`src/rtl/uart_apb_regfile_pkg.sv`:
```
// ----------------------------------------------------------------------------
// uart_apb_regfile_pkg
//   Shared definitions for the UART APB register file: register offsets
//   (PADDR[7:0]), CTRL/STATUS/INTSTAT bit indices and FRAME field positions.
// ----------------------------------------------------------------------------
package uart_apb_regfile_pkg;

  typedef enum logic [7:0] {
    REG_TXDATA  = 8'h00,
    REG_RXDATA  = 8'h01,
    REG_BAUD    = 8'h02,
    REG_CTRL    = 8'h03,
    REG_FRAME   = 8'h04,
    REG_STATUS  = 8'h05,
    REG_INTSTAT = 8'h06,
    REG_INTMASK = 8'h07,
    REG_LEVEL   = 8'h08
  } reg_addr_e;

  // CTRL bits
  localparam int CTRL_TXEN      = 0;
  localparam int CTRL_RXEN      = 1;
  localparam int CTRL_TXFLUSH   = 2;
  localparam int CTRL_RXFLUSH   = 3;
  localparam int CTRL_RXTHR_LSB = 8;

  // STATUS bits
  localparam int STAT_RX_EMPTY = 0;
  localparam int STAT_RX_FULL  = 1;
  localparam int STAT_TX_EMPTY = 2;
  localparam int STAT_TX_FULL  = 3;

  // INTSTAT / INTMASK bits
  localparam int INT_RXAV   = 0;
  localparam int INT_TXE    = 1;
  localparam int INT_TXDONE = 2;
  localparam int INT_OVR    = 3;
  localparam int INT_FE     = 4;
  localparam int INT_PE     = 5;
  localparam int INT_W      = 6;

  // Only these bits hold state and respond to write-1-to-clear
  localparam logic [INT_W-1:0] INT_STICKY_MASK = 6'b11_1100;

  // FRAME fields: {EPS,PEN,STOP,DLS[1:0]}
  localparam int FRAME_DLS_LSB = 0;
  localparam int FRAME_STOP    = 2;
  localparam int FRAME_PEN     = 3;
  localparam int FRAME_EPS     = 4;
  localparam int FRAME_W       = 5;

endpackage

```
`src/rtl/uart_apb_regfile_if.sv`:
```
// ----------------------------------------------------------------------------
// uart_apb_regfile_if
//   APB3 completer-side bus bundle.
//   master: drives PSEL/PENABLE/PWRITE/PADDR/PWDATA, samples PRDATA/PREADY/PSLVERR
//   slave : the reverse
// ----------------------------------------------------------------------------
interface uart_apb_regfile_if;
  logic        PSEL;
  logic        PENABLE;
  logic        PWRITE;
  logic [31:0] PADDR;
  logic [31:0] PWDATA;
  logic [31:0] PRDATA;
  logic        PREADY;
  logic        PSLVERR;

  modport master (
    output PSEL, PENABLE, PWRITE, PADDR, PWDATA,
    input  PRDATA, PREADY, PSLVERR
  );

  modport slave (
    input  PSEL, PENABLE, PWRITE, PADDR, PWDATA,
    output PRDATA, PREADY, PSLVERR
  );
endinterface

```
`src/rtl/uart_apb_regfile_fifo.sv`:
```
// ----------------------------------------------------------------------------
// uart_apb_regfile_fifo
//   Synchronous first-word-fall-through FIFO used for the UART TX and RX paths.
//   Ports:
//     clk, rst_n   clock, async active-low reset (pointers/count only)
//     flush        empties the FIFO at this edge; overrides wr and rd
//     wr, wr_data  push request; accepted when not full or when popping
//     rd           pop request; ignored when empty
//     rd_data      current head (valid while !empty)
//     empty, full  status
//     level        occupancy, 0..DEPTH
// ----------------------------------------------------------------------------
module uart_apb_regfile_fifo #(
  parameter  int WIDTH = 8,
  parameter  int DEPTH = 16,
  localparam int AW    = $clog2(DEPTH),
  localparam int LW    = AW + 1
) (
  input  logic             clk,
  input  logic             rst_n,
  input  logic             flush,
  input  logic             wr,
  input  logic [WIDTH-1:0] wr_data,
  input  logic             rd,
  output logic [WIDTH-1:0] rd_data,
  output logic             empty,
  output logic             full,
  output logic [LW-1:0]    level
);

  logic [WIDTH-1:0] mem_q [DEPTH];
  logic [AW-1:0]    wr_ptr_q, rd_ptr_q;
  logic [LW-1:0]    count_q;
  logic             do_wr, do_rd;

  assign empty = (count_q == '0);
  assign full  = (count_q == LW'(DEPTH));
  assign level = count_q;

  // A pop on an empty FIFO is dropped; a push on a full FIFO only proceeds
  // if a pop frees a slot in the same cycle.
  assign do_rd = rd & ~empty;
  assign do_wr = wr & (~full | do_rd);

  // NOTE: sequential state uses non-blocking assignments so every flop
  // samples pre-edge values regardless of block evaluation order.
  always_ff @(posedge clk or negedge rst_n) begin
    if (!rst_n) begin
      wr_ptr_q <= '0;
      rd_ptr_q <= '0;
      count_q  <= '0;
    end else if (flush) begin
      wr_ptr_q <= '0;
      rd_ptr_q <= '0;
      count_q  <= '0;
    end else begin
      if (do_wr) wr_ptr_q <= wr_ptr_q + 1'b1;
      if (do_rd) rd_ptr_q <= rd_ptr_q + 1'b1;
      case ({do_wr, do_rd})
        2'b10:   count_q <= count_q + 1'b1;
        2'b01:   count_q <= count_q - 1'b1;
        default: ;
      endcase
    end
  end

  // NOTE: the storage array has no reset; empty/full come from the
  // pointers and count, so stale contents are never observable.
  always_ff @(posedge clk) begin
    if (do_wr) mem_q[wr_ptr_q] <= wr_data;
  end

  assign rd_data = mem_q[rd_ptr_q];

endmodule

```
`src/rtl/uart_apb_regfile.sv`:
```
// ----------------------------------------------------------------------------
// uart_apb_regfile
//   APB3 register file for the UART core: TX/RX FIFOs, byte-wide CSRs and
//   sticky, maskable, write-1-to-clear interrupt sources.
//   Ports:
//     PCLK, PRESETn             clock, async active-low reset
//     apb (slave modport)       APB3 bus, zero wait state
//     tx_valid/tx_data/tx_ready TX FIFO head towards the transmitter
//     tx_done                   pulse: character shifted out
//     rx_valid/rx_data/rx_*_err received character and error flags
//     baud_div, frame_cfg, rx_en configuration to the datapath
//     irq                       |(INTSTAT & INTMASK)
// ----------------------------------------------------------------------------
module uart_apb_regfile
  import uart_apb_regfile_pkg::*;
#(
  parameter int                DATA_W     = 8,
  parameter int                FIFO_DEPTH = 16,
  parameter int                BAUD_W     = 16,
  parameter logic [BAUD_W-1:0] BAUD_RST   = BAUD_W'(103)
) (
  input  logic               PCLK,
  input  logic               PRESETn,
  uart_apb_regfile_if.slave  apb,
  output logic               tx_valid,
  output logic [DATA_W-1:0]  tx_data,
  input  logic               tx_ready,
  input  logic               tx_done,
  input  logic               rx_valid,
  input  logic [DATA_W-1:0]  rx_data,
  input  logic               rx_frame_err,
  input  logic               rx_parity_err,
  output logic [BAUD_W-1:0]  baud_div,
  output logic [FRAME_W-1:0] frame_cfg,
  output logic               rx_en,
  output logic               irq
);

  localparam int LW = $clog2(FIFO_DEPTH) + 1;

  logic [BAUD_W-1:0]  baud_q;
  logic               txen_q, rxen_q;
  logic [7:0]         rxthr_q;
  logic [FRAME_W-1:0] frame_q;
  logic [INT_W-1:0]   intmask_q;
  logic [INT_W-1:0]   sticky_q, sticky_d, sticky_set, w1c;
  logic [INT_W-1:0]   intstat;

  logic               access, wr_acc, rd_acc, ctrl_wr;
  logic [7:0]         addr;

  logic               tx_wr, tx_rd, tx_flush, tx_empty, tx_full;
  logic               rx_wr, rx_rd, rx_flush, rx_empty, rx_full;
  logic [DATA_W-1:0]  rx_head;
  logic [LW-1:0]      tx_level, rx_level;
  logic [7:0]         rx_thr_eff;
  logic               rxav;
  logic [31:0]        rdata;
  logic               slverr;
  logic               unused_apb;

  // One-cycle APB access phase; all side effects are keyed off it.
  assign access  = apb.PSEL & apb.PENABLE;
  assign addr    = apb.PADDR[7:0];
  assign wr_acc  = access & apb.PWRITE;
  assign rd_acc  = access & ~apb.PWRITE;
  assign ctrl_wr = wr_acc & (addr == REG_CTRL);

  assign unused_apb = ^{apb.PADDR[31:8], apb.PWDATA[31:16]};

  // ---------------- FIFOs ----------------
  assign tx_wr    = wr_acc & (addr == REG_TXDATA);
  assign tx_rd    = tx_valid & tx_ready;
  assign tx_flush = ctrl_wr & apb.PWDATA[CTRL_TXFLUSH];

  assign rx_wr    = rx_valid & rxen_q;
  assign rx_rd    = rd_acc & (addr == REG_RXDATA);
  assign rx_flush = ctrl_wr & apb.PWDATA[CTRL_RXFLUSH];

  uart_apb_regfile_fifo #(.WIDTH(DATA_W), .DEPTH(FIFO_DEPTH)) u_tx_fifo (
    .clk     (PCLK),
    .rst_n   (PRESETn),
    .flush   (tx_flush),
    .wr      (tx_wr),
    .wr_data (apb.PWDATA[DATA_W-1:0]),
    .rd      (tx_rd),
    .rd_data (tx_data),
    .empty   (tx_empty),
    .full    (tx_full),
    .level   (tx_level)
  );

  uart_apb_regfile_fifo #(.WIDTH(DATA_W), .DEPTH(FIFO_DEPTH)) u_rx_fifo (
    .clk     (PCLK),
    .rst_n   (PRESETn),
    .flush   (rx_flush),
    .wr      (rx_wr),
    .wr_data (rx_data),
    .rd      (rx_rd),
    .rd_data (rx_head),
    .empty   (rx_empty),
    .full    (rx_full),
    .level   (rx_level)
  );

  assign tx_valid = txen_q & ~tx_empty;

  // ---------------- Interrupts ----------------
  // A threshold of 0 behaves like 1 so RXAV never fires on an empty FIFO.
  assign rx_thr_eff = (rxthr_q == 8'd0) ? 8'd1 : rxthr_q;
  assign rxav       = (32'(rx_level) >= 32'(rx_thr_eff));

  // NOTE: every variable written in always_comb gets a default first so no
  // path can leave it unassigned and infer a latch.
  always_comb begin
    sticky_set             = '0;
    sticky_set[INT_TXDONE] = tx_done;
    // An RX push into a full FIFO is lost unless a read frees a slot.
    sticky_set[INT_OVR]    = rx_wr & rx_full & ~rx_rd;
    sticky_set[INT_FE]     = rx_wr & rx_frame_err;
    sticky_set[INT_PE]     = rx_wr & rx_parity_err;

    w1c = '0;
    if (wr_acc && addr == REG_INTSTAT) w1c = apb.PWDATA[INT_W-1:0] & INT_STICKY_MASK;

    // Set after clear: a new event in the W1C cycle survives.
    sticky_d = (sticky_q & ~w1c) | sticky_set;

    intstat           = sticky_q;
    intstat[INT_RXAV] = rxav;
    intstat[INT_TXE]  = tx_empty;
  end

  assign irq = |(intstat & intmask_q);

  // ---------------- CSRs ----------------
  always_ff @(posedge PCLK or negedge PRESETn) begin
    if (!PRESETn) begin
      baud_q    <= BAUD_RST;
      txen_q    <= 1'b0;
      rxen_q    <= 1'b0;
      rxthr_q   <= '0;
      frame_q   <= '0;
      intmask_q <= '0;
      sticky_q  <= '0;
    end else begin
      sticky_q <= sticky_d;
      if (wr_acc) begin
        case (addr)
          REG_BAUD:    baud_q    <= apb.PWDATA[BAUD_W-1:0];
          REG_CTRL: begin
            txen_q  <= apb.PWDATA[CTRL_TXEN];
            rxen_q  <= apb.PWDATA[CTRL_RXEN];
            rxthr_q <= apb.PWDATA[CTRL_RXTHR_LSB +: 8];
          end
          REG_FRAME:   frame_q   <= apb.PWDATA[FRAME_W-1:0];
          REG_INTMASK: intmask_q <= apb.PWDATA[INT_W-1:0];
          default: ;
        endcase
      end
    end
  end

  assign baud_div  = baud_q;
  assign frame_cfg = frame_q;
  assign rx_en     = rxen_q;

  // ---------------- Read mux / error ----------------
  // Gated by PRESETn so the bus reads back zero while reset is held.
  always_comb begin
    rdata  = '0;
    slverr = 1'b0;
    if (access && PRESETn) begin
      case (addr)
        REG_TXDATA:  slverr = apb.PWRITE & tx_full & ~tx_rd;
        REG_RXDATA: if (!apb.PWRITE) begin
          rdata  = rx_empty ? 32'd0 : 32'(rx_head);
          slverr = rx_empty;
        end
        REG_BAUD:    rdata = 32'(baud_q);
        REG_CTRL:    rdata = {16'd0, rxthr_q, 6'd0, rxen_q, txen_q};
        REG_FRAME:   rdata = 32'(frame_q);
        REG_STATUS:  rdata = 32'({tx_full, tx_empty, rx_full, rx_empty});
        REG_INTSTAT: rdata = 32'(intstat);
        REG_INTMASK: rdata = 32'(intmask_q);
        REG_LEVEL:   rdata = {16'd0, 8'(rx_level), 8'(tx_level)};
        default:     slverr = 1'b1;
      endcase
      if (apb.PWRITE) rdata = '0;
    end
  end

  assign apb.PRDATA  = rdata;
  assign apb.PSLVERR = slverr;
  assign apb.PREADY  = 1'b1;

endmodule
```
`src/flat_wrapper.sv`:
```
// flat-port wrapper written by rule: the top's interface ports become plain ports
module uart_apb_regfile_flat import uart_apb_regfile_pkg::*;
#(
  parameter int                DATA_W     = 8,
  parameter int                FIFO_DEPTH = 16,
  parameter int                BAUD_W     = 16,
  parameter logic [BAUD_W-1:0] BAUD_RST   = BAUD_W'(103)
)
  (PCLK, PRESETn, tx_valid, tx_data, tx_ready, tx_done, rx_valid, rx_data, rx_frame_err, rx_parity_err, baud_div, frame_cfg, rx_en, irq, apb_PSEL, apb_PENABLE, apb_PWRITE, apb_PADDR, apb_PWDATA, apb_PRDATA, apb_PREADY, apb_PSLVERR);
  uart_apb_regfile_if apb_i ();
  input  logic PCLK;
  input  logic PRESETn;
  output logic tx_valid;
  output logic [DATA_W-1:0] tx_data;
  input  logic tx_ready;
  input  logic tx_done;
  input  logic rx_valid;
  input  logic [DATA_W-1:0] rx_data;
  input  logic rx_frame_err;
  input  logic rx_parity_err;
  output logic [BAUD_W-1:0] baud_div;
  output logic [FRAME_W-1:0] frame_cfg;
  output logic rx_en;
  output logic irq;
  input wire logic [$bits(apb_i.PSEL)-1:0] apb_PSEL;
  input wire logic [$bits(apb_i.PENABLE)-1:0] apb_PENABLE;
  input wire logic [$bits(apb_i.PWRITE)-1:0] apb_PWRITE;
  input wire logic [$bits(apb_i.PADDR)-1:0] apb_PADDR;
  input wire logic [$bits(apb_i.PWDATA)-1:0] apb_PWDATA;
  output wire logic [$bits(apb_i.PRDATA)-1:0] apb_PRDATA;
  output wire logic [$bits(apb_i.PREADY)-1:0] apb_PREADY;
  output wire logic [$bits(apb_i.PSLVERR)-1:0] apb_PSLVERR;
  assign apb_i.PSEL = apb_PSEL;
  assign apb_i.PENABLE = apb_PENABLE;
  assign apb_i.PWRITE = apb_PWRITE;
  assign apb_i.PADDR = apb_PADDR;
  assign apb_i.PWDATA = apb_PWDATA;
  assign apb_PRDATA = apb_i.PRDATA;
  assign apb_PREADY = apb_i.PREADY;
  assign apb_PSLVERR = apb_i.PSLVERR;
  uart_apb_regfile #(.DATA_W(DATA_W), .FIFO_DEPTH(FIFO_DEPTH), .BAUD_W(BAUD_W), .BAUD_RST(BAUD_RST)) u_core (.PCLK(PCLK), .PRESETn(PRESETn), .apb(apb_i), .tx_valid(tx_valid), .tx_data(tx_data), .tx_ready(tx_ready), .tx_done(tx_done), .rx_valid(rx_valid), .rx_data(rx_data), .rx_frame_err(rx_frame_err), .rx_parity_err(rx_parity_err), .baud_div(baud_div), .frame_cfg(frame_cfg), .rx_en(rx_en), .irq(irq));
endmodule
```
`config.mk`:
```
export PLATFORM = sky130hd
export DESIGN_NAME = uart_apb_regfile_flat
export DESIGN_NICKNAME = d
export VERILOG_FILES = /design/src/rtl/uart_apb_regfile_pkg.sv /design/src/rtl/uart_apb_regfile_if.sv /design/src/rtl/uart_apb_regfile_fifo.sv /design/src/rtl/uart_apb_regfile.sv /design/src/flat_wrapper.sv
export SDC_FILE = /design/constraint.sdc
export NUM_CORES = 1
export LEC_CHECK = 0
export CAP_MARGIN = 20
export CORE_MARGIN = 4
export CORE_UTILIZATION = 51
export CTS_CLUSTER_DIAMETER = 200
export DETAILED_ROUTE_END_ITERATION = 6
export PLACE_DENSITY = 0.76
export SKIP_CTS_REPAIR_TIMING = 1
export SLEW_MARGIN = 10
export SYNTH_ARGS = -nofsm -noshare
export SYNTH_HDL_FRONTEND = slang
export SYNTH_SLANG_ARGS = --single-unit
```
`constraint.sdc`:
```
create_clock -name PCLK -period 3.45 [get_ports PCLK]
set_clock_uncertainty 0.15 [all_clocks]
set_input_delay 0.69 -clock PCLK [delete_from_list [all_inputs] [get_ports PCLK]]
set_output_delay 0.69 -clock PCLK [all_outputs]
set_load 0.02 [all_outputs]
```
# Word level (Yosys, flattened, before mapping)
# Memories as Yosys holds them, arrays and structs flattened.
# Index checks and enable logic that the tools add are counted.
word_totals:
  register_bits: 69
  inputBits: 82
  memories: 2
  elab_cells: 115
  mem_bits_rw: 256
  out_inout_bits: 66
mem_list:
  columns: ["name", "depth", "word_bits", "rd", "rd_clocked_by_memory_dff", "write_ports", "line", "rtl"]
  rows:
  - ["u_core.u_rx_fifo.mem_q", 16, 8, 1, 0, 1, "uart_apb_regfile_fifo.sv:31", "logic [WIDTH-1:0] mem_q [DEPTH];"]
  - ["u_core.u_tx_fifo.mem_q", 16, 8, 1, 0, 1, "uart_apb_regfile_fifo.sv:31", null]
op_classes:
  magnitude_cmp: 1
  reduce_logical: 18
  bitwise_logic: 34
  eq_ne: 14
  n_mux: 25
  add_sub_neg: 8
ops:
  columns: ["op", "count"]
  rows:
  - ["32-bit one-hot mux with 8 select lines", 1]
  - ["32-bit 2-to-1 mux", 2]
  - ["8-bit by 3-bit equality test with 1-bit output (second input constant)", 4]
  - ["4-bit 2-to-1 mux", 8]
  - ["1-bit bitwise AND", 21]
  - ["5-bit one-hot mux with 2 select lines", 2]
  - ["4-bit by 1-bit adder with 4-bit output (second input constant)", 4]
  - ["8-bit by 2-bit equality test with 1-bit output (second input constant)", 2]
  - ["8-bit logical NOT", 2]
  - ["8-bit 2-to-1 mux", 2]
  - ["6-bit bitwise AND", 2]
  - ["5-bit by 1-bit adder with 5-bit output (second input constant)", 2]
  - ["5-bit equality test (second input constant)", 2]
  - ["5-bit logical NOT", 2]
  - ["5-bit 2-to-1 mux", 2]
  - ["5-bit by 1-bit subtractor with 5-bit output (second input constant)", 2]
  - ["8-bit by 1-bit equality test with 1-bit output (second input constant)", 1]
  - ["8-bit by 4-bit equality test with 1-bit output (second input constant)", 1]
  - ["5-bit by 8-bit >= comparator with 1-bit output", 1]
  - ["2-bit AND reduction", 4]
  - ["2-bit nonzero test", 4]
  - ["1-bit inverter", 7]
  - ["7-bit OR reduction", 1]
  - ["1-bit 2-to-1 mux", 6]
  - ["10 further kinds", 15]

# Logic depth before layout (Yosys ltp)
logic_depth:
  ltp_word: 10
  mapped_depth: 13
  ltp_nobuf: 12

# Hierarchy
# A second synthesis with hierarchy kept.
unflattened:
  hier_cells: 905
  hier_area_um2: 14410.1
modules_own_cells:
  columns: ["mod", "area_each_um2", "n_inst", "cells_each", "seq_area_each_um2"]
  rows:
  - ["uart_apb_regfile_fifo (u_core.u_rx_fifo)", 5860.6, 1, 326, 4169.0]
  - ["uart_apb_regfile_fifo (u_core.u_tx_fifo)", 5819.3, 1, 316, 4169.0]
  - ["uart_apb_regfile", 2730.1, 1, 263, 1032.2]

# Worst setup path before layout
# Ideal clock, no wire load.
synth_timing:
  kind: "input to register"
  startpoint: "input port apb_PADDR[3]"
  endpoint: "register u_core.u_rx_fifo.count_q[4], in the netlist u_core.u_rx_fifo.level[4]"
  setup_ns: 0.077
  cell_stages: 11
  n_path_buf: 1
  required_ns: 3.223
  arrival_time_ns: 3.502
  path_slack_ns: -0.280
  cell_sequence: "buf_4 > or4b_1 > o311ai_4 > nand3_2 > ha_1 > ha_1 > nor2b_1 > o21ai_0 > a21oi_1 > or4_1 > a21oi_1"
synth_via:
  elab_chain_cells: 8
  word_cells_on_any_way: 13
  classes_between: "eq/ne: 4; mux: 2; bitwise: 6; reduce/logical: 1"
synth_lines:
  columns: ["element", "line", "rtl"]
  rows:
  - ["from (decl)", "flat_wrapper.sv:28", "input wire logic [$bits(apb_i.PADDR)-1:0] apb_PADDR;"]
  - ["8-bit by 1-bit equality test with 1-bit output", "uart_apb_regfile.sv:77", "assign rx_rd = rd_acc & (addr == REG_RXDATA);"]
  - ["1-bit bitwise AND", "uart_apb_regfile.sv:77", null]
  - ["1-bit bitwise AND", "uart_apb_regfile_fifo.sv:42", "assign do_rd = rd & ~empty;"]
  - ["1-bit bitwise OR", "uart_apb_regfile_fifo.sv:43", "assign do_wr = wr & (~full | do_rd);"]
  - ["1-bit bitwise AND", "uart_apb_regfile_fifo.sv:43", null]
  - ["2-bit by 1-bit equality test with 1-bit output / 2-bit equality test (equally long branches)", "uart_apb_regfile_fifo.sv:59", "case ({do_wr, do_rd})"]
  - ["5-bit one-hot mux with 2 select lines", "uart_apb_regfile_fifo.sv:59", null]
  - ["5-bit 2-to-1 mux", "uart_apb_regfile_fifo.sv:52", "end else if (flush) begin"]
  - ["to (signal assigned)", "uart_apb_regfile_fifo.sv:60", "2'b10: count_q <= count_q + 1'b1;"]
  - ["to (signal assigned)", "uart_apb_regfile_fifo.sv:61", "2'b01: count_q <= count_q - 1'b1;"]
  - ["to (decl)", "uart_apb_regfile_fifo.sv:33", "logic [LW-1:0] count_q;"]
# Several ways; a longest one is shown, not always the timed one.
# A chain may end at the register's enable or synchronous reset.

# Worst setup path in the final report
layout_timing:
  startpoint: "register u_core.u_rx_fifo.rd_ptr_q[0]"
  endpoint: "output port apb_PRDATA[5]"
layout_via:
  elab_chain_cells: 5
layout_lines:
  columns: ["element", "line", "rtl"]
  rows:
  - ["from (decl)", "uart_apb_regfile_fifo.sv:32", "logic [AW-1:0] wr_ptr_q, rd_ptr_q;"]
  - ["from (signal assigned)", "uart_apb_regfile_fifo.sv:58", "if (do_rd) rd_ptr_q <= rd_ptr_q + 1'b1;"]
  - ["memory 16 x 8 bit", null, null]
  - ["8-bit 2-to-1 mux", "uart_apb_regfile.sv:177", "rdata = rx_empty ? 32'd0 : 32'(rx_head);"]
  - ["32-bit one-hot mux with 8 select lines", "uart_apb_regfile.sv:174", "case (addr)"]
  - ["32-bit 2-to-1 mux", "uart_apb_regfile.sv:189", "if (apb.PWRITE) rdata = '0;"]
  - ["32-bit 2-to-1 mux", "uart_apb_regfile.sv:173", "if (access && PRESETn) begin"]
  - ["to (decl)", "flat_wrapper.sv:30", "output wire logic [$bits(apb_i.PRDATA)-1:0] apb_PRDATA;"]
# No other way between the ends.

==> impl_metrics.yaml <==
worst_setup_path:
  crit_chain: "buf_12 -> buf_12 -> mux4_2 -> mux4_2 -> a32oi_2 -> nor2_1 -> buf_2"
  arrival_ns: 2.75
  cp_num_buf_inv: 3
  cp-end-kind: "output port"
  required_ns: 2.61
  crit_family: "multiplexers"
  crit_type: "reg2out"
  max_stage_delay_ns: 0.53
  cp-start-kind: "flip-flop"
  ff2ff_setup_slack_ns: 0.28
  cp_max_fo: 6
  cp_slowest_cell: "mux4_2"
logic_synthesis:
  yosys-top-cells-area: "edfxtp_1, mux4_2, dfrtp_1, ha_1, mux2_2"
  synth.avg_cell_area_um2: 16.9
  synth_area_leader_cell: "edfxtp_1"
  synthDistinctLibCells: 62
  synth_top_area_share_pct: 54.9
  synthArstFlopShare_pct: 20.7
  netlist_area_um2: 14000
  ys_warn_count: 0
  synth_commonest_cells: "edfxtp_1, mux4_2, dfrtp_1"
  synth.most_common_cell: "edfxtp_1"
  synth-seq-area-share_pct: 67.0
  synth-edff-count: 256
  ys_seq_elements: 323
  ys.flop_type: "edfxtp_1"
  syn_inst: 827
floorplan:
  start_util_pct: 51.9
  fp.dieW_um: 174
  die-area_um2: 30100
  core-area_um2: 27000
  io_pins: 148
  num_rows: 60
  die_height_um: 174
drt:
  vias: 8195
  drtIter0Drc: 807
  route.antenna.remaining_nets: 0
  via_per_inst: 5.76
  drc: 0
  wl_mm: 32.8
  avgRoutedWirePerCell_um: 23.0
  first_pass_iters: 7
timing:
  slew_violations: 0
  fin_hold_ws_ns: 0.281
  period_share_pct: 104
  min_period_ns: 3.59
  hold_viol: 0
  worstMarginPinSlew_ns: 0.890
  max_freq_ghz: 0.279
  setup_violations: 7
  slew_headroom_pct: 40.6
  setup_ws_ns: -0.138
  rsz0062_at_grt: "yes"
grt:
  grt-ovfl-total: 0
  grtUsageTotal_pct: 21.3
  grt_pass1_wl_mm: 49.9
  antenna_found_initial: 0
  grt_max_degree: 68
  first_global_vias: 8545
clock_network:
  cts_tree: "built"
  cts_buffers: 34
  cts_htree_levels: 2
  cts_buffer_depth: 3
  path_clk_slew_ns: 0.06
  clock_latency_ns: 0.51
  cts_root_buf: "clkbuf_16"
  cts.sinks: 323
placed_design:
  placed_area_um2: 16400
  hpwl_mm: 22.0
  place.gp.congestion: 0.926
  dp_cells: 1338
  port-buffer-count: 90
  place_ws_ns: -0.648
flow_run:
  max_cap_viol_count: 0
final_layout:
  utilization_pct: 66.6
  n_fill_cell: 1776
  final_area_um2: 17900
  nets: 1162
  fin_cells: 1422
  area_growth_pct: 28.2
  layout-drive-gt1-share_pct: 32.7
  num_antenna_cells: 0
min_path:
  min_path_type: "in2async"
outcome:
  outcome: "complete, but fails checks"
  violations: "setup timing"
pwr:
  ir_drop_mv: 0.527
  pwr_density_cell_nw_per_um2: 463
  leakage_nw: 6.81
stage by stage:
| step | total power [W] | TNS (ns) |
|---|---|---|
| after floorplan | 0.00445 | -0.0967 |
| after CTS | 0.00837 | -12.53 |
| after detailed placement | 0.00462 | -33.61 |
| after global routing | 0.00859 | -1.07 |
| after global placement | 0.00462 | -27.84 |
| final | 0.00831 | -0.609 |
power breakdown:
part / internal (W) / switching (W) / total (W)
Clock: 0.00227 / 0.00148 / 0.00375
Sequential: 0.00423 / 0.0000221 / 0.00425
Combinational: 0.000120 / 0.000188 / 0.000308
placed cells by master, fill, tap and decap left out, drive strengths merged, types with 4 or more instances in the layout:
master	netlist	final
edfxtp	256	256
buf	33	152
mux4	75	75
dfrtp	62	62
clkdlybuf4s50	0	55
nor2	45	45
clkbuf	23	42
and2	36	36
mux2	34	34
inv	26	28
nand2	27	27
dlymetal6s2s	0	25
ha	23	23
a21oi	18	18
conb	2	17
nand3	16	16
clkinv	1	15
mux2i	14	14
o21ai	13	13
a31oi	11	11
a22oi	11	11
nor3	11	11
nor2b	9	9
xnor2	8	8
xor2	7	7
and3	6	6
a222oi	5	5
bufinv	0	5
dfstp	5	5
a21o	4	4
nand4	4	4
nor4	4	4
or4	4	4
cells by family (layout without fill, tap and decap cells):
group | Yosys count | count (layout) | share of synthesized area, %
muxes | 123 | 123 | 15.8
adders and majority gates | 25 | 25 | 2.34
xor gates and xnor gates | 15 | 15 | 0.939
DFF | 323 | 323 | 67.0
AOI/OAI and AO/OA | 83 | 83 | 4.23
and+or+nand+nor | 173 | 173 | 6.82
buffers and inverters | 83 | 322 | 2.83
other | 2 | 17 | 0.0537
sequential cells by signal, indices dropped and copies added (netlist names):
signal / count
u_core.rxthr_q: 8
u_core.u_rx_fifo.mem_q: 128
u_core.u_rx_fifo.wr_ptr_q: 4
u_core.intmask_q: 6
u_core.u_tx_fifo.wr_ptr_q: 4
u_core.u_rx_fifo.level: 5
u_core.txen_q: 1
u_core.u_tx_fifo.level: 5
u_core.u_tx_fifo.rd_ptr_q: 4
u_core.u_tx_fifo.mem_q: 128
u_core.frame_cfg: 5
u_core.rx_en: 1
u_core.u_rx_fifo.rd_ptr_q: 4
u_core.sticky_q: 4
u_core.baud_div: 16
worst register-to-register path: stages, from the launching register on:
cell     delay (ns)
dfrtp_1        0.47
nor4_2         0.42
nand3_1        0.18
nand3_2        0.12
ha_2           0.19
inv_1          0.08
fa_1           0.46
nor2b_1        0.18
o21ai_1        0.10
and3_1         0.20
or4_1          0.39
a21oi_1        0.15
layout make-up:
type	instances	area, µm²	share of cell area, %
clock inverters	21	256	1.43
repair buffers	233	2410	13.5
multi-input cells	436	4460	24.9
clock buffers	41	908	5.06
well taps	341	427	2.38
inverters	27	101	0.565
flip-flops and latches	323	9370	52.2
metal layers:
| layer | track usage [%] | wire (µm) | share of wire [%] | vias to the layer above |
|---|---|---|---|---|
| met4 | 5.41 | 744 | 2.3 | 0 |
| met5 | 0 | 0 | 0 | - |
| met3 | 3.69 | 1690 | 5.2 | 60 |
| li1 | - | - | - | 3681 |
| met1 | 29.8 | 13600 | 42 | 4196 |
| met2 | 35.4 | 16700 | 51 | 258 |
final timing paths:
check | start | to | cells after the start
hold / removal | PRESETn | u_core.baud_div[13]$_DFFE_PN0P_ | 2
hold reg to reg | u_core.baud_div[15]$_DFFE_PN0P_ | u_core.baud_div[15]$_DFFE_PN0P_ | 1
setup / recovery | u_core.u_rx_fifo.rd_ptr_q[0]$_DFFE_PN0P_ | apb_PRDATA[5] | 7
max in group asynchronous | PRESETn | u_core.u_rx_fifo.rd_ptr_q[0]$_DFFE_PN0P_ | 2
setup reg to reg | u_core.u_tx_fifo.level[1]$_DFFE_PN0P_ | u_core.u_tx_fifo.level[4]$_DFFE_PN0P_ | 11
min in group PCLK | u_core.baud_div[15]$_DFFE_PN0P_ | u_core.baud_div[15]$_DFFE_PN0P_ | 1
Note: power is estimated with default switching activity, not from simulation.
==> RTL change 1: new RTL, same settings <==
Make the reset (`PRESETn` and `rst_n`) synchronous in 2 clocked blocks. Comments in the files are not updated.
--- a/src/rtl/uart_apb_regfile_fifo.sv
+++ b/src/rtl/uart_apb_regfile_fifo.sv
@@ -44,7 +44,7 @@
 
   // NOTE: sequential state uses non-blocking assignments so every flop
   // samples pre-edge values regardless of block evaluation order.
-  always_ff @(posedge clk or negedge rst_n) begin
+  always_ff @(posedge clk) begin
     if (!rst_n) begin
       wr_ptr_q <= '0;
       rd_ptr_q <= '0;
--- a/src/rtl/uart_apb_regfile.sv
+++ b/src/rtl/uart_apb_regfile.sv
@@ -134,7 +134,7 @@
   assign irq = |(intstat & intmask_q);
 
   // ---------------- CSRs ----------------
-  always_ff @(posedge PCLK or negedge PRESETn) begin
+  always_ff @(posedge PCLK) begin
     if (!PRESETn) begin
       baud_q    <= BAUD_RST;
       txen_q    <= 1'b0;
Behaviour: differs if PRESETn is asserted again (counterexample within 4 cycles, from zero or initial values and one cycle with PRESETn low); with PRESETn held inactive, the same outputs for 4 cycles.
==> RTL change 1 against the original RTL <==
  * Setup slack gained 140 ps
  * Area after synthesis is 0.30% lower
  * Die area is 0.28% lower
  * Core utilization shrank 2.0 points
  * Total power shrank 0.30%
  * Sequential cell count is 8 higher
  * Routed wire length fell by 1.3%
  * Final area is 3.0% lower
  * Fmax is 4.0% higher
  * Largest power group unchanged
==> RTL change 1: results (changes against the original RTL) <==
Status
  – Status: finished, final reports clean

Place
  – Dpl hpwl: 21000 um (-4.5%)
  – Pre-CTS setup slack: -904 ps (-256 ps)
  – Area after DPL: 16000 um2 (-2.2%)
  – Placed cell count: 1427 (+6.7%)
  – Placer congestion estimate: 0.922 (-0.51%)

Synth
  – Number of distinct library cells after synthesis: 54 (-13%)
  – Syn avg cell area: 15.1 um2 (-10%)
  – Top cells by area, synth: edfxtp_1, mux4_2, dfxtp_1
  – Synth cell count leaders: edfxtp_1, nand2_1, nor2_1
  – Ys async rst share: 0 (-0.207)

Timing
  – Slew margin rel.: 0.396 (-0.0105)

Critical path
  – Worst Reg-to-Reg Cells: 14 (+3)
  – Crit path DAT: 2610 ps (-140 ps)
  – Crit-path leading delay family: simple AND/OR/NAND/NOR gates

Clock tree
  – Total CTS buffers: 35 (+2.9%)

Layout
  – Post-Layout Cell Count: 1493 (+5.0%)
  – NumNets Final: 1231 (+5.9%)
  – Share of layout cells above drive strength 1: 0.269 (-0.0575)

Routing
  – Initial DRC count: 905 (+12%)
  – Vias: 8474 (+3.4%)
  – Met2 WL: 15900 um (-5.0%)
  – M1 WL: 13400 um (-2.1%)
  – Drt pass-1 iters: 5 (-2)

Global routing
  – Gr usage total: 0.212 (-0.000817)
  – Met1 usage: 0.295 (-0.00329)
  – Met2 usage: 0.349 (-0.00474)

Min path
  – Worst hold path class: reg2reg

Power and ir drop
  – Combinational Power: 0.199 mW (-35%)
  – VDD IR max: 0.462 mV (-12%)
  – Internal power: 6.66 mW (+0.59%)
RTL change 1: changes by cell type in the layout (fill, tap and decap cells not counted), sizes merged, moves of 8 or more:
| cell | unedited run | this run |
|---|---|---|
| dfxtp | 0 | 75 |
| nand2 | 27 | 95 |
| dfrtp | 62 | 0 |
| and2 | 36 | 2 |
| nor2 | 45 | 76 |
| mux2 | 34 | 9 |
| a21boi | 1 | 22 |
| mux2i | 14 | 31 |
| buf | 152 | 136 |
| a31oi | 11 | 1 |
| nor2b | 9 | 19 |
| a21oi | 18 | 26 |
RTL change 1: cell type report:
type	instances	area, um2
tap	341	427
multi-input combinational	523	4580
sequential	331	9190
clock buffer	41	920
fill	1863	9560
timing repair buffer	216	1950
clock inverter	22	253
inverter	19	71.3
RTL change 1: cell families (layout without fill, tap and decap cells):
family / Yosys count / count (layout) / share of synthesized area
AO/OA/AOI/OAI: 97 / 97 / 0.0471
multiplexers: 114 / 114 / 0.149
other: 2 / 17 / 0.000538
buffers and inverters: 82 / 298 / 0.0273
AND/OR/NAND/NOR: 252 / 252 / 0.0831
adder cells (fa/ha/maj): 23 / 23 / 0.0217
XOR/XNOR: 20 / 20 / 0.0126
flip-flops: 331 / 331 / 0.659
RTL change 1: path summary, 6_finish.rpt:
kind / from / endpoint / slack, ps
worst min-delay path: u_core.baud_div[15]$_SDFFE_PN0P_ / u_core.baud_div[15]$_SDFFE_PN0P_ / 330
worst max register to register: u_core.u_rx_fifo.level[0]$_SDFFE_PP0P_ / u_core.u_rx_fifo.level[4]$_SDFFE_PP0P_ / 280
worst max-delay path: apb_PADDR[6] / apb_PRDATA[3] / 0.2
worst min register to register: u_core.baud_div[15]$_SDFFE_PN0P_ / u_core.baud_div[15]$_SDFFE_PN0P_ / 330
==> RTL change 2: new RTL, same flow settings <==
Without the edit above. `DATA_W` is set to 8 in 2 places; all go to 10.
--- a/src/rtl/uart_apb_regfile.sv
+++ b/src/rtl/uart_apb_regfile.sv
@@ -14,7 +14,7 @@
 module uart_apb_regfile
   import uart_apb_regfile_pkg::*;
 #(
-  parameter int                DATA_W     = 8,
+  parameter int                DATA_W     = 10,
   parameter int                FIFO_DEPTH = 16,
   parameter int                BAUD_W     = 16,
   parameter logic [BAUD_W-1:0] BAUD_RST   = BAUD_W'(103)
--- a/src/flat_wrapper.sv
+++ b/src/flat_wrapper.sv
@@ -1,7 +1,7 @@
 // flat-port wrapper written by rule: the top's interface ports become plain ports
 module uart_apb_regfile_flat import uart_apb_regfile_pkg::*;
 #(
-  parameter int                DATA_W     = 8,
+  parameter int                DATA_W     = 10,
   parameter int                FIFO_DEPTH = 16,
   parameter int                BAUD_W     = 16,
   parameter logic [BAUD_W-1:0] BAUD_RST   = BAUD_W'(103)
Ports: changed (resized rx_data and tx_data); port bits go from 148 to 152. The function was not compared with the original's and may differ.
==> RTL change 2 against the original RTL <==
  * Core utilization is 0.27 points lower
  * Non-clock buffer count is 24 higher
  * Total power is 19% higher
  * Sequential cell count is 64 higher
  * Global-route usage is 0.67 points higher
  * Sequential share of layout area is 1.5 points higher
  * Routed wire length is 21% higher
  * Area after synthesis is 18% higher
  * Via count is 19% higher
  * Setup slack better by 170 ps
  * Final area is 17% higher
==> RTL change 2: results (changes against the original RTL) <==
Synth
  – Ys async rst share: 0.173 (-0.0343)
  – Post-synthesis sequential area ratio: 0.685 (+0.0153)
  – Mapped Cells: 945 (+14%)
  – Synth cell count leaders: edfxtp_1, mux4_2, dfrtp_1
  – Number of distinct library cells after synthesis: 58 (-6.5%)
  – Post-synth EDFFs: 320 (+25%)
  – Top cells by area, synth: edfxtp_1, mux4_2, dfrtp_1
  – Yosys warning count: 0 (unchanged)

Critical path
  – Crit-path leading delay family: multiplexers
  – Slowest stage cell, crit path: mux4_2
  – Critical Path Fanout Max: 8 (+2)
  – Slowest stage delay, CP: 530 ps (about the same)
  – Crit path DAT: 2580 ps (-170 ps)

Place
  – Placer congestion estimate: 0.935 (+0.93%)
  – Pre-CTS setup slack: -609 ps (+38.2 ps)
  – Area after DPL: 19200 um2 (+17%)
  – Dpl hpwl: 25700 um (+17%)
  – Placed cell count: 1545 (+15%)
  – Port Buf Inserts: 94 (+4.4%)

Layout
  – Cell area after layout: 21000 um2 (+17%)
  – Fillers: 2076 (+17%)
  – Share of layout cells above drive strength 1: 0.368 (+0.0413)
  – NumNets Final: 1304 (+12%)
  – Ant diodes: 0 (unchanged)

Clock tree
  – CTS clk-pin slew, worst paths: 60 ps (about the same)
  – Number of H-tree levels: 2 (unchanged)
  – CTS root buf: clkbuf_16
  – Total CTS buffers: 40 (+18%)
  – Clock buffer depth: 3 (unchanged)
  – Worst-skew pair later-pin latency: ~520 ps

Global routing
  – Global-route wire length before repair: 59700 um (+20%)
  – Vias in the first global route: 9862 (+15%)
  – Gr usage total: 0.220 (+0.00670)
  – Initial antenna violation count: 2 (+2)
  – Largest net degree at the start of global routing: 68 (unchanged)

Status
  – Status: finished, final reports clean

Power and ir drop
  – Lkg Pwr: 7.71 nW (+13%)
  – VDD IR max: 0.451 mV (-15%)

Routing
  – Drt pass-1 iters: 5 (-2)
  – Initial DRC count: 954 (+18%)
  – Vias: 9749 (+19%)
  – Routed wire per std cell: 24.3 um (+5.6%)
  – Final WL: 39600 um (+21%)

Min path
  – Worst hold path class: in2async

Timing
  – Slew margin rel.: 0.340 (-0.0662)
RTL change 2: cell count changes in the layout (fill, tap and decap cells not counted), sizes merged, moves of 12 or more:
cell	unedited run	this run
nor4	4	19
and2	36	15
edfxtp	256	320
buf	152	169
clkbuf	42	54
mux4	75	91
a21oi	18	30
RTL change 2: cells by family (layout without fill, tap and decap cells):
logic type,count (synthesis),in the layout,synth area share
XOR/XNOR,14,14,0.00744
multiplexers,154,154,0.168
buffers and inverters,91,357,0.0258
other,2,17,0.000456
flip-flops,387,387,0.685
adder cells (fa/ha/maj),25,25,0.0199
AND/OR/NAND/NOR,180,180,0.0568
AO/OA/AOI/OAI,92,92,0.0364
RTL change 2: worst reg2reg max path: stages (launching register included):
cell and delay (ps):
dfrtp_1 480, nor4_4 360, nand3_2 210, nand3_4 140, ha_2 210, inv_1 70, fa_1 410, nor2b_1 220
o21ai_1 110, and3_1 200, or4_1 400, a21oi_1 170
RTL change 2: path summary, 6_finish.rpt:
kind,cells past startpoint,slack [ps],startpoint,end
setup / recovery,8,30,u_core.u_rx_fifo.rd_ptr_q[0]$_DFFE_PN0P_,apb_PRDATA[6]
hold / removal,2,270,PRESETn,u_core.baud_div[4]$_DFFE_PN0P_
setup reg to reg,11,250,u_core.u_tx_fifo.level[0]$_DFFE_PN0P_,u_core.u_tx_fifo.level[4]$_DFFE_PN0P_
hold reg to reg,1,390,u_core.intmask_q[1]$_DFFE_PN0P_,u_core.intmask_q[1]$_DFFE_PN0P_
max in group asynchronous,2,2250,PRESETn,u_core.u_rx_fifo.rd_ptr_q[0]$_DFFE_PN0P_
min in group PCLK,1,390,u_core.intmask_q[1]$_DFFE_PN0P_,u_core.intmask_q[1]$_DFFE_PN0P_
RTL change 2: layout make-up:
cell class,instances,area share
repair buffers,257,0.121
multi-input cells,482,0.248
inverters,27,0.00482
clock inverters,25,0.0135
clock buffers,48,0.0510
well taps,402,0.0239
flip-flops and latches,387,0.537
RTL change 2: where the power goes:
part           internal (mW)  switching [mW]
Sequential              5.08          0.0261
Combinational          0.136           0.210
Clock                   2.68            1.76
Total                   7.89            2.00
RTL change 2: metal layers:
layer,routed length [um],global-route usage,share of wire
met5,8,0,0.00020
met4,797,0.0525,0.020
met3,2690,0.0320,0.068
met2,20000,0.366,0.50
met1,16200,0.313,0.41
